--- src/rtl/masked_skid_buffer.sv ---
// Two-entry valid/ready skid buffer for a SHARES-way masked word; every share is a W-bit lane that is never combined with another share.
// Define MASKED_SKID_REFRESH_EN to re-mask each accepted word with rnd on entry; otherwise words pass bit-exact.
module masked_skid_buffer #(
  parameter int W      = 8,
  parameter int SHARES = 2
) (
  input  logic                     clk,
  input  logic                     rst,
  input  logic [SHARES*W-1:0]      in_data,
  input  logic                     in_valid,
  output logic                     in_ready,
  input  logic [(SHARES-1)*W-1:0]  rnd,
  output logic [SHARES*W-1:0]      out_data,
  output logic                     out_valid,
  input  logic                     out_ready
);

  typedef enum logic [1:0] {
    EMPTY = 2'd0,
    ONE   = 2'd1,
    FULL  = 2'd2
  } state_t;

  state_t                state_q, state_d;
  logic [SHARES*W-1:0]   main_q, skid_q;
  logic [SHARES*W-1:0]   entry_word;
  logic                  in_fire, out_fire;
  logic                  main_load, main_from_skid, skid_load;

  // Outputs depend on state (and reset) only, so nothing upstream or downstream reaches them combinationally.
  assign out_valid = (state_q != EMPTY);
  assign in_ready  = (state_q != FULL) & ~rst;
  assign out_data  = main_q;

  assign in_fire  = in_valid & in_ready;
  assign out_fire = out_valid & out_ready;

`ifdef MASKED_SKID_REFRESH_EN
  logic [W-1:0] rnd_acc;

  // Shares 0..SHARES-2 absorb one random lane each; the last share absorbs all of them, so the unmasked value is preserved.
  always_comb begin
    entry_word = in_data;
    rnd_acc    = '0;
    for (int i = 0; i < SHARES-1; i++) begin
      entry_word[i*W +: W] = in_data[i*W +: W] ^ rnd[i*W +: W];
      rnd_acc              = rnd_acc ^ rnd[i*W +: W];
    end
    entry_word[(SHARES-1)*W +: W] = in_data[(SHARES-1)*W +: W] ^ rnd_acc;
  end
`else
  logic unused_rnd;

  assign entry_word = in_data;
  assign unused_rnd = ^rnd;
`endif

  // NOTE: every signal written here gets a default first, so no path leaves it unassigned and no latch is inferred.
  always_comb begin
    state_d        = state_q;
    main_load      = 1'b0;
    main_from_skid = 1'b0;
    skid_load      = 1'b0;
    case (state_q)
      EMPTY: begin
        if (in_fire) begin
          state_d   = ONE;
          main_load = 1'b1;
        end
      end
      ONE: begin
        if (in_fire && out_fire) begin
          main_load = 1'b1;
        end else if (in_fire) begin
          state_d   = FULL;
          skid_load = 1'b1;
        end else if (out_fire) begin
          state_d = EMPTY;
        end
      end
      FULL: begin
        // The skid word was refreshed when it entered; the move to main is a plain copy.
        if (out_fire) begin
          state_d        = ONE;
          main_load      = 1'b1;
          main_from_skid = 1'b1;
        end
      end
      default: state_d = EMPTY;
    endcase
  end

  // NOTE: sequential state uses non-blocking assignments so every register samples pre-edge values.
  always_ff @(posedge clk or posedge rst) begin
    if (rst) begin
      state_q <= EMPTY;
    end else begin
      state_q <= state_d;
    end
  end

  // NOTE: both data registers are reset to zero so a discarded word can never reappear after reset.
  always_ff @(posedge clk or posedge rst) begin
    if (rst) begin
      main_q <= '0;
      skid_q <= '0;
    end else begin
      if (main_load) begin
        main_q <= main_from_skid ? skid_q : entry_word;
      end
      if (skid_load) begin
        skid_q <= entry_word;
      end
    end
  end

endmodule

--- config.mk ---
export PLATFORM = sky130hd
export DESIGN_NAME = masked_skid_buffer
export DESIGN_NICKNAME = d
export VERILOG_FILES = /design/src/rtl/masked_skid_buffer.sv
export SDC_FILE = /design/constraint.sdc
export NUM_CORES = 1
export LEC_CHECK = 0
export BUFFER_PORTS_ARGS = -buffer_cell sky130_fd_sc_hd__buf_2
export CAP_MARGIN = 10
export CORE_ASPECT_RATIO = 1.1
export CORE_MARGIN = 3
export CORE_UTILIZATION = 46
export DETAILED_ROUTE_END_ITERATION = 8
export PLACE_DENSITY = 0.72
export SYNTH_ARGS = -nofsm -noshare
export SYNTH_HDL_FRONTEND = slang
export SYNTH_SLANG_ARGS = --single-unit
--- constraint.sdc ---
create_clock -name clk -period 5.95 [get_ports clk]
set_input_delay 1.785 -clock clk [delete_from_list [all_inputs] [get_ports clk]]
set_output_delay 1.785 -clock clk [all_outputs]
set_load 0.1 [all_outputs]
# ---- Yosys cells after proc, flatten, opt, wreduce, memory -nomap -nowiden
# Index checks and enable logic that the tools add are counted.
dict set report classes {
  n_addsub 0
  multipliers 0
  div_mod_pow 0
  order_cmp 0
  n_eq_ne 7
  shifts 0
  muxes 14
  n_bitwise 4
  n_reduce_logical 4
}
# op count
set ops {}
lappend ops {{$mux 16} 1}
lappend ops {{$mux 2} 5}
lappend ops {{$ne 2x2->1 const B} 4}
lappend ops {{$mux 1} 6}
lappend ops {{$pmux 2 s3} 1}
lappend ops {{$reduce_and 4->1} 1}
lappend ops {{$and 1x1->1} 3}
lappend ops {{$ne 3x3->1 const B} 1}
lappend ops {{$pmux 1 s3} 1}
lappend ops {{$eq 2x1->1 const B} 1}
lappend ops {{$eq 2x2->1 const B} 1}
lappend ops {{$logic_not 2->1} 1}
lappend ops {{$reduce_bool 2->1} 1}
lappend ops {{$logic_and 1x1->1} 1}
lappend ops {{$not 1->1} 1}
dict set report totals {
  reg_bits 34
  latch_bits 0
  ram_bits 0
  rom_bits 0
  input_bits 28
  out_inout_bits 18
  word_cells 32
  mem_count 0
}

# ---- Logic depth before layout (Yosys ltp)
# Gate-level depths: netlist of run 1.
dict set report logic_depth {
  word_depth 6
  mapped_depth 5
  ltp_nobuf 3
}

# ---- Worst setup path after synthesis of run 1
# No wires, ideal clock.
dict set report synth_path {
  kind {input port to output port}
  startpoint {in rst}
  endpoint {out in_ready}
  arrival_time_ps 3384
  slack_ps 781
  stages 2
  cell_sequence {inv_1 and2_1}
}
dict set report synth_via {
  elab_chain_len 2
}
# element line_no
set synth_rtl {}
lappend synth_rtl {{start, declared} 8} ;# input logic rst,
lappend synth_rtl {{$not 1->1} 32} ;# assign in_ready = (state_q != FULL) & ~rst;
lappend synth_rtl {{$and 1x1->1} 32}
lappend synth_rtl {{end, declared} 11} ;# output logic in_ready,
# Every way passes these cells.

# ---- Worst setup path after layout of run 1
# Same ends and word-level chain as after synthesis.

==> results of run 1 <==
-- worst max-delay path, delay by kind of cell --
kind	cells	cell delay, ns
simple gates	1	0.12
buf+inv	3	0.58
-- flip-flops by register name, indices dropped and copies added (netlist names) --
register	cells
out_data	16
skid_q	16
state_q	2
-- layout make-up --
class / count / area share
inverters: 1 / 0.00194
flip-flops and latches: 34 / 0.440
multi-input cells: 61 / 0.389
repair buffers: 38 / 0.0996
clock buffers: 7 / 0.0233
well taps: 48 / 0.0310
clock inverters: 1 / 0.0155
-- routing by layer --
layer  vias to the layer above  GRT usage  wire length (um)
li1                        438          -                 -
met1                       483      0.146              1110
met2                        33      0.275              1470
met3                         4     0.0648               185
met4                         0     0.0413                21
met5                         -          0                 0
-- cell usage in the layout, fill, tap and decap left out --
| cell | synthesis | final |
|---|---|---|
| mux2_2 | 28 | 28 |
| clkbuf_4 | 0 | 5 |
| dfrtp_1 | 34 | 34 |
| nor2b_4 | 1 | 1 |
| o22ai_1 | 1 | 1 |
| o21a_1 | 1 | 1 |
| mux2_4 | 20 | 20 |
| inv_1 | 1 | 1 |
| clkbuf_1 | 0 | 2 |
| buf_2 | 1 | 37 |
| nand2b_2 | 1 | 1 |
| o21bai_1 | 1 | 1 |
| and2_1 | 1 | 1 |
| nand2_1 | 1 | 1 |
| o31ai_4 | 1 | 1 |
| mux2i_1 | 1 | 1 |
| or2_2 | 1 | 1 |
| nand3b_4 | 1 | 1 |
| bufinv_16 | 0 | 1 |
| nor3b_4 | 1 | 1 |
| buf_4 | 0 | 1 |
| nand2b_1 | 1 | 1 |
-- cells by family (layout without fill, tap and decap cells) --
group / after synthesis / in the layout / synth area share
flip-flops: 34 / 34 / 0.517
multiplexers: 49 / 49 / 0.380
AND/OR/NAND/NOR: 8 / 8 / 0.0510
AO/OA/AOI/OAI: 4 / 4 / 0.0259
buffers and inverters: 5 / 47 / 0.0258
-- worst max path at each step --
stage / depth (start not counted) / slack, ns / endpoint
after floorplan: 2 / 0.78 / in_ready
final: 4 / 1.68 / in_ready
after CTS: 4 / 1.67 / in_ready
after global routing: 4 / 1.64 / in_ready
after detailed placement: 4 / 1.68 / in_ready
after global placement: 4 / 1.68 / in_ready
-- power by group through the flow --
stage | sequential, mW | clock, mW | combinational, mW
final | 0.347 | 0.164 | 0.418
after floorplan | 0.574 | 0 | 0.133
after global routing | 0.357 | 0.181 | 0.434
after global placement | 0.346 | 0 | 0.416
after CTS | 0.348 | 0.169 | 0.423
after detailed placement | 0.353 | 0 | 0.422
-- stage by stage --
step,instances,total power [mW],hold slack (ns),utilization,worst slack [ns]
final,190,0.929,0.508,0.571,1.68
after global routing,190,0.972,0.533,0.571,1.64
after CTS,190,0.940,0.514,0.571,1.67
after detailed placement,182,0.776,0.492,0.549,1.68
after global placement,182,0.761,0.485,0.549,1.68
after floorplan,100,0.707,0.477,-,0.781
==> parameters.txt, run 1 <==
Parameter                              Value

Yosys
  Cell taking the most area after synthesis    dfrtp_1
  Area share of the leading cell type in the synthesized netlist    0.517
  Cell count after synthesis    100
  Post-synthesis cell area    1650 um2
  Warnings, synthesis    0
  Nets in the synthesized netlist    128
  Number of enable-type register cells in the synthesized netlist    0
  Leading post-synthesis cells by cell area    dfrtp_1 (52%), mux2_2 (19%), mux2_4 (18%)
  Post-synthesis async set-or-reset flop share    1.00
  Main flop type after synthesis    dfrtp_1
  Portion of the post-synthesis area used by sequential elements    0.517
  Avg Inst Size Synth    16.5 um2
  Most common cell in the synthesized netlist    dfrtp_1
  Seq cells post-synth    34
  Unique masters post-synth    19
  Commonest cells in the synthesized netlist    dfrtp_1 (34), mux2_2 (28), mux2_4 (20)

Layout
  Multi-input logic area    752 um2
  Area taken by flip-flops and latches    851 um2
  Post-Layout Inst Area    1930 um2
  Area growth, synth to finish    17.6%
  Share of final-layout standard cells stronger than drive strength 1    0.690
  Number of diodes    0
  Filler cell count    285
  Layout net count    169

Placed design
  Final weighted congestion in routability-driven placement    0.726
  DP Wirelength    1.96 mm
  Instance area at placement    1860 um2
  Number of port buffers    37

STA
  Worst-margin pin slew    1.05 ns
  Final number of max-transition violations    0
  Final critical-path share of the clock period    0.717
  Remaining max-slew budget at the tightest pin    0.302
  Number of endpoints with negative hold slack in the final report    0
  Final setup fails    0
  Setup repair after global routing missed its margin    false
  Achievable frequency    234 MHz
  Final Skew    0.0105 ns
  Time the worst path needs with I/O delays and setup    4.27 ns
  Total negative slack for setup checks    0 ns

Critical path
  Worst EP arrival    2.48 ns
  Cell with the biggest individual delay on the critical path    buf_2
  Beginning of the worst register-to-register path    state_q[1]$_DFFE_PP0P_
  Most prevalent standard cell on the critical path    buf_2
  Largest stage delay, worst path    0.42 ns
  Startpoint of the worst setup timing path    rst
  Count of cells along the worst register-to-register path    2
  Crit start category    input pin
  Worst-path maximum fanout    2
  Critical R2R Capture    out_data[5]$_DFFE_PP0P_
  Worst path cell trace    buf_2 -> inv_1 -> and2_1 -> buf_2
  Slack of the worst reg-to-reg path    3.95 ns
  Critical Path RT    4.16 ns
  Category of the worst setup path capture point    output port
  Type of the worst setup path    in2out

Power
  Worst IR drop on VDD    0.281 mV
  Leakage Power    0.945 nW
  Power share of the sequential group    0.374
  Portion of total power attributed to the clock network    0.176
  Logic pwr share    0.450
  Switching share of power    0.451
  Ratio of total power to cell area    480 nW/um2
  Net switching power figure    419 uW
  Internal power component    511 uW

Floorplanning
  Placeable Area    3390 um2
  Die outline area    4330 um2
  Initial Util    0.486
  Core Rows    22
  Horizontal die dimension    63.0 um
  I/O pin total    46
  Height of the die    68.7 um

Clocking
  H-tree depth    2
  Number of hold-repair buffers added at the cts stage    0
  Clk sinks    34
  Clock insertion delay at the later pin of the skew report    0.33 ns
  Longest Clk Path Bufs    2
  Total clock buffers created by CTS    5
  Setup fix buffers added after clock tree synthesis    0
  TritonCTS clock tree    done
  Clock edge transition at the registers on the reported setup and hold paths    0.09 ns
  Cell at the root of the clock tree    clkbuf_4
  Cells resized by post-CTS repair    0

Drt
  Number of DRC violations after detailed-routing iteration 0    38
  Overall via count from detail_route    958
  DRC errors left    0
  Count of antenna-violating nets left after detailed routing    0
  Final WL    2.79 mm
  Detail-routed via count per cell    5.04
  Post-detailed-route wirelength per cell    14.7 um
  Number of search-and-repair iterations in the first detailed-routing pass    4

Global routing
  Global-route wire length before repair    4.71 mm
  Pin count of the biggest net entering global routing    35
  Via count of the first global-routing pass    1077
  Number of antenna violations at the first check in global routing    0
  Overflow left after global routing    0
  Total global-route track usage    0.146

Run
  Number of maximum-capacitance violations    0

Worst hold path
  Path type of the worst min-delay path    reg2reg
  Launch instance of the worst min-delay path    out_data[6]$_DFFE_PP0P_
  Hold Path Stages    1
  Endpoint of the worst hold-timing path    out_data[6]$_DFFE_PP0P_

Status
  Outcome    finished clean
Note: power is estimated with default switching activity, not from simulation.
==> run 2, diff against run 1 <==
ABC_AREA = 1   (was unset)
clock period = 4.15 ns   (was 5.95 ns; I/O delays follow)
==> run 2 against run 1 <==
Against the previous run:
- final cell count is 52% higher
- combinational power grew 84%
- clock skew fell by 0.0040 ns
- cell area fell by 4.0%
- sequential share of layout area grew 1.8 points
- highest routed layer unchanged
==> parameters.txt, run 2 <==
Parameter                              Value

STA
  Final number of max-transition violations    0
  Achievable frequency    318 MHz
  Total negative slack for setup checks    0 ns
  Final Skew    0.00645 ns
  Worst-margin pin slew    0.717 ns
  Time the worst path needs with I/O delays and setup    3.14 ns
  Final setup fails    0
  Setup repair after global routing missed its margin    false
  Remaining max-slew budget at the tightest pin    0.522
  Number of endpoints with negative hold slack in the final report    0
  Final critical-path share of the clock period    0.757

Global routing
  Number of antenna violations at the first check in global routing    0
  Pin count of the biggest net entering global routing    35
  Via count of the first global-routing pass    1294
  Total global-route track usage    0.175
  Global-route wire length before repair    5.82 mm
  Overflow left after global routing    0

Yosys
  Post-synthesis async set-or-reset flop share    1.00
  Avg Inst Size Synth    7.82 um2
  Leading post-synthesis cells by cell area    dfrtp_1 (52%), nand2_1 (27%), nand4_1 (6.2%)
  Cell taking the most area after synthesis    dfrtp_1
  Nets in the synthesized netlist    236
  Post-synthesis cell area    1630 um2
  Seq cells post-synth    34
  Most common cell in the synthesized netlist    nand2_1
  Number of enable-type register cells in the synthesized netlist    0
  Warnings, synthesis    0
  Main flop type after synthesis    dfrtp_1
  Unique masters post-synth    18
  Area share of the leading cell type in the synthesized netlist    0.523
  Commonest cells in the synthesized netlist    nand2_1 (118), dfrtp_1 (34), nand3_1 (17)
  Portion of the post-synthesis area used by sequential elements    0.523
  Cell count after synthesis    208

Floorplanning
  Height of the die    68.4 um
  Core Rows    22
  Horizontal die dimension    62.7 um
  Die outline area    4290 um2
  Initial Util    0.484
  I/O pin total    46
  Placeable Area    3360 um2

Critical path
  Worst EP arrival    1.90 ns
  Crit start category    input pin
  Slack of the worst reg-to-reg path    2.12 ns
  Worst-path maximum fanout    2
  Category of the worst setup path capture point    output port
  Type of the worst setup path    in2out
  Critical Path RT    2.90 ns

Clocking
  Cells resized by post-CTS repair    0
  Clock insertion delay at the later pin of the skew report    0.32 ns
  Number of hold-repair buffers added at the cts stage    0
  Setup fix buffers added after clock tree synthesis    0
  Longest Clk Path Bufs    2
  H-tree depth    2
  TritonCTS clock tree    done
  Clk sinks    34
  Cell at the root of the clock tree    clkbuf_4
  Total clock buffers created by CTS    5
  Clock edge transition at the registers on the reported setup and hold paths    0.09 ns

Layout
  Layout net count    269
  Most frequent standard cell in the layout excluding fill and tap cells    nand2_1
  Commonest cells after routing, fill and taps aside    nand2_1 (118), buf_2 (37), dfrtp_1 (34), nand3_1 (17), nand4_1 (16)
  Number of diodes    0
  Area growth, synth to finish    14.2%
  Share of final-layout standard cells stronger than drive strength 1    0.200

Drt
  DRC errors left    0
  Final WL    3.56 mm
  Detail-routed via count per cell    4.86
  Number of DRC violations after detailed-routing iteration 0    124
  Post-detailed-route wirelength per cell    12.4 um
  Overall via count from detail_route    1401
  Count of antenna-violating nets left after detailed routing    0
  Number of search-and-repair iterations in the first detailed-routing pass    4

Power
  Leakage Power    1.08 nW
  Tot Pwr    1.49 mW
  Ratio of total power to cell area    804 nW/um2
  Worst IR drop on VDD    0.259 mV

Worst hold path
  Path type of the worst min-delay path    reg2reg

Status
  Outcome    finished clean

Run
  Number of maximum-capacitance violations    0

Placed design
  Final weighted congestion in routability-driven placement    0.825
  Number of port buffers    37
  DP Wirelength    2.43 mm
[run 2: final cells by class]
| type | instances | area (um2) |
|---|---|---|
| multi-input cells | 157 | 683 |
| repair buffers | 38 | 193 |
| well taps | 48 | 60.1 |
| flip-flops and latches | 34 | 851 |
| fillers | 331 | 1500 |
| clock buffers | 6 | 51.3 |
| inverters | 5 | 18.8 |
[run 2: worst max-delay path, stage by stage]
cell	delay (ns)
buf_2	0.10
a21oi_1	0.10
buf_2	0.44
[run 2: metal layers]
layer,track usage,up-vias,routed length (um)
li1,-,729,-
met1,0.214,630,1600
met2,0.305,40,1760
met3,0.0443,2,184
met4,0.0606,0,19
met5,0,-,0
[run 2: worst paths after layout]
path / to / depth (start not counted) / start
worst max-delay path: in_ready / 3 / rst
worst min-delay path: out_data[8]$_DFFE_PP0P_ / 2 / out_data[8]$_DFFE_PP0P_
worst max register to register: out_data[10]$_DFFE_PP0P_ / 7 / state_q[1]$_DFFE_PP0P_
worst min register to register: out_data[8]$_DFFE_PP0P_ / 2 / out_data[8]$_DFFE_PP0P_
max in group asynchronous: out_data[6]$_DFFE_PP0P_ / 3 / rst
min in group asynchronous: skid_q[15]$_DFFE_PP0P_ / 3 / rst
[run 2: kinds of logic after synthesis]
family / after synthesis / share of synthesized area
buffers and inverters: 17 / 0.0569
and+or+nand+nor: 154 / 0.407
xor gates and xnor gates: 1 / 0.00539
DFF: 34 / 0.523
AOI/OAI and AO/OA: 2 / 0.00769
[run 2: report_power, final]
part	switching, mW	leakage (nW)	internal [mW]	total [mW]
sequential	0.0777	0.424	0.472	0.550
combinational	0.646	0.622	0.122	0.768
clock	0.0989	0.0302	0.0763	0.175
[run 2: per-stage QoR]
stage | utilization | cells | instance area (um2) | hold slack [ns] | setup slack, ns
after floorplan | - | 208 | 1630 | 0.442 | 0.199
after global placement | 0.538 | 282 | 1810 | 0.453 | 1.01
after detailed placement | 0.538 | 282 | 1810 | 0.458 | 1.02
after CTS | 0.553 | 288 | 1860 | 0.482 | 1.02
after global routing | 0.553 | 288 | 1860 | 0.493 | 0.890
final | 0.553 | 288 | 1860 | 0.476 | 1.01
==> run 3, diff against run 2 <==
PLACE_DENSITY = 0.75   (was 0.72)
clock period = 2.6 ns   (was 4.15 ns; I/O delays follow)
==> run 3 against run 2 <==
Against the previous run:
- via count grew 2.6%
- global-route usage up 0.41 points
- combinational power rose by 61%
- clock-buffer cell count shrank 1
- total power increased by 59%
- sequential power grew 59%
- core utilization grew 1.1 points
- hold slack gained 0.0047 ns
- cell area up 2.0%
- setup slack got worse by 0.76 ns
- wire length shrank 0.59%
- sequential cell count did not move
==> parameters.txt, run 3 (synthesis results as in run 2) <==
Parameter                              Value

Status
  Outcome    finished clean

Run
  Number of maximum-capacitance violations    0

Placed design
  Placed cell count    287
  DP Wirelength    2.58 mm
  Number of port buffers    37
  Final weighted congestion in routability-driven placement    0.897

Global routing
  Number of antenna violations at the first check in global routing    0
  Total global-route track usage    0.179
  Global-route wire length before repair    5.91 mm
  GR Util met2    0.290
  Via count of the first global-routing pass    1303
  Met3 Usage GRT    0.0411
  Most utilized layer in the global route result    met2
  Overflow left after global routing    0
  Pin count of the biggest net entering global routing    35
  Grt met1 use    0.234

Power
  Logic pwr share    0.523
  Leakage Power    1.10 nW
  Portion of total power attributed to the clock network    0.111
  Tot Pwr    2.38 mW
  Power share of the sequential group    0.367
  Internal power component    1.05 mW
  Net switching power figure    1.33 mW
  Worst IR drop on VDD    0.380 mV
  Ratio of total power to cell area    1260 nW/um2
  Switching share of power    0.557

Floorplanning
  I/O pin total    46
  Die outline area    4290 um2
  Horizontal die dimension    62.7 um
  Placeable Area    3360 um2
  Initial Util    0.484
  Core Rows    22
  Height of the die    68.4 um

Critical path
  Category of the worst setup path capture point    output port
  Largest stage delay, worst path    0.57 ns
  Type of the worst setup path    reg2out
  Worst EP arrival    1.57 ns
  Crit start category    flop
  Cell with the biggest individual delay on the critical path    dfrtp_1
  Worst path bufs/invs    2
  Worst-path maximum fanout    10
  Cell class contributing the biggest share of worst-path delay    flip-flops
  Worst path cell trace    inv_1 -> nand2_1 -> buf_2
  Critical Path RT    1.82 ns

Layout
  Commonest cells after routing, fill and taps aside    nand2_1 (118), buf_2 (37), dfrtp_1 (34), nand3_1 (17), nand4_1 (16)
  Non-filler cells, final    294
  Share of final-layout standard cells stronger than drive strength 1    0.224
  Layout net count    274
  Most frequent standard cell in the layout excluding fill and tap cells    nand2_1
  Number of diodes    0
  Area growth, synth to finish    16.5%

STA
  Final Skew    0.00281 ns
  Number of endpoints with negative hold slack in the final report    0
  Final critical-path share of the clock period    0.903
  Achievable frequency    426 MHz
  Final setup fails    0
  Final number of max-transition violations    0
  Remaining max-slew budget at the tightest pin    0.677
  Setup repair after global routing missed its margin    false
  Worst-margin pin slew    0.487 ns
  Time the worst path needs with I/O delays and setup    2.35 ns
  Total negative slack for setup checks    0 ns

Drt
  Post-detailed-route wirelength per cell    12.1 um
  Final WL    3.54 mm
  Overall via count from detail_route    1437
  Detail-routed via count per cell    4.89
  Number of search-and-repair iterations in the first detailed-routing pass    4
  Number of DRC violations after detailed-routing iteration 0    83
  Count of antenna-violating nets left after detailed routing    0
  DRC errors left    0

Clocking
  H-tree depth    2
  Clock edge transition at the registers on the reported setup and hold paths    0.10 ns
  Clk sinks    34
  Number of hold-repair buffers added at the cts stage    0
  TritonCTS clock tree    done
  Clock insertion delay at the later pin of the skew report    0.32 ns
  Setup fix buffers added after clock tree synthesis    0
  Total clock buffers created by CTS    5
  Cells resized by post-CTS repair    0
  Longest Clk Path Bufs    2
  Cell at the root of the clock tree    clkbuf_4

Worst hold path
  Path type of the worst min-delay path    reg2reg
run 3: stage by stage:
stage	utilization	worst slack, ns	area [um2]	hold slack [ns]
3_5_place_dp	0.550	0.416	1850	0.460
3_3_place_gp	0.550	0.416	1850	0.453
4_1_cts	0.564	0.243	1890	0.484
5_1_grt	0.564	0.159	1890	0.495
6_report	0.564	0.252	1890	0.481
2_1_floorplan	-	0.170	1630	0.442
run 3: final timing paths:
check,start,end,slack (ns),cells after the start
worst max-delay path,state_q[1]$_DFFE_PP0P_,out_valid,0.25,3
worst min-delay path,out_data[6]$_DFFE_PP0P_,out_data[6]$_DFFE_PP0P_,0.48,2
worst max register to register,state_q[0]$_DFFE_PP0P_,out_data[14]$_DFFE_PP0P_,0.76,7
worst min register to register,out_data[6]$_DFFE_PP0P_,out_data[6]$_DFFE_PP0P_,0.48,2
max in group asynchronous,rst,skid_q[13]$_DFFE_PP0P_,1.70,3
min in group asynchronous,rst,out_data[11]$_DFFE_PP0P_,0.61,3
run 3: power by group through the flow:
stage               Clock [mW]  Sequential (mW)  Combinational, mW
floorplan                    0             1.55              0.383
global placement             0            0.871               1.24
detailed placement           0            0.884               1.25
CTS                      0.278            0.874               1.25
global route             0.303            0.905               1.32
finish                   0.264            0.872               1.24
run 3: final cells by class:
type	count	area (um2)
Clock buffer	5	37.5
Inverter	5	18.8
Tap cell	48	60.1
Sequential cell	34	851
Timing Repair Buffer	43	230
Clock inverter	2	10.0
Fill cell	326	1460
Multi-Input combinational cell	157	687
run 3: tightest hold or removal path, cell delays in order, from the launching register on:
cell,delay [ns]
dfrtp_1,0.35
nand2_1,0.05
nand2_1,0.05
run 3: per-layer routing:
metal / share of wire / wire, um / up-vias
met5: 0 / 0 / -
met4: 0.015 / 53 / 0
met3: 0.045 / 160 / 4
met2: 0.48 / 1700 / 44
met1: 0.46 / 1630 / 648
li1: - / - / 741
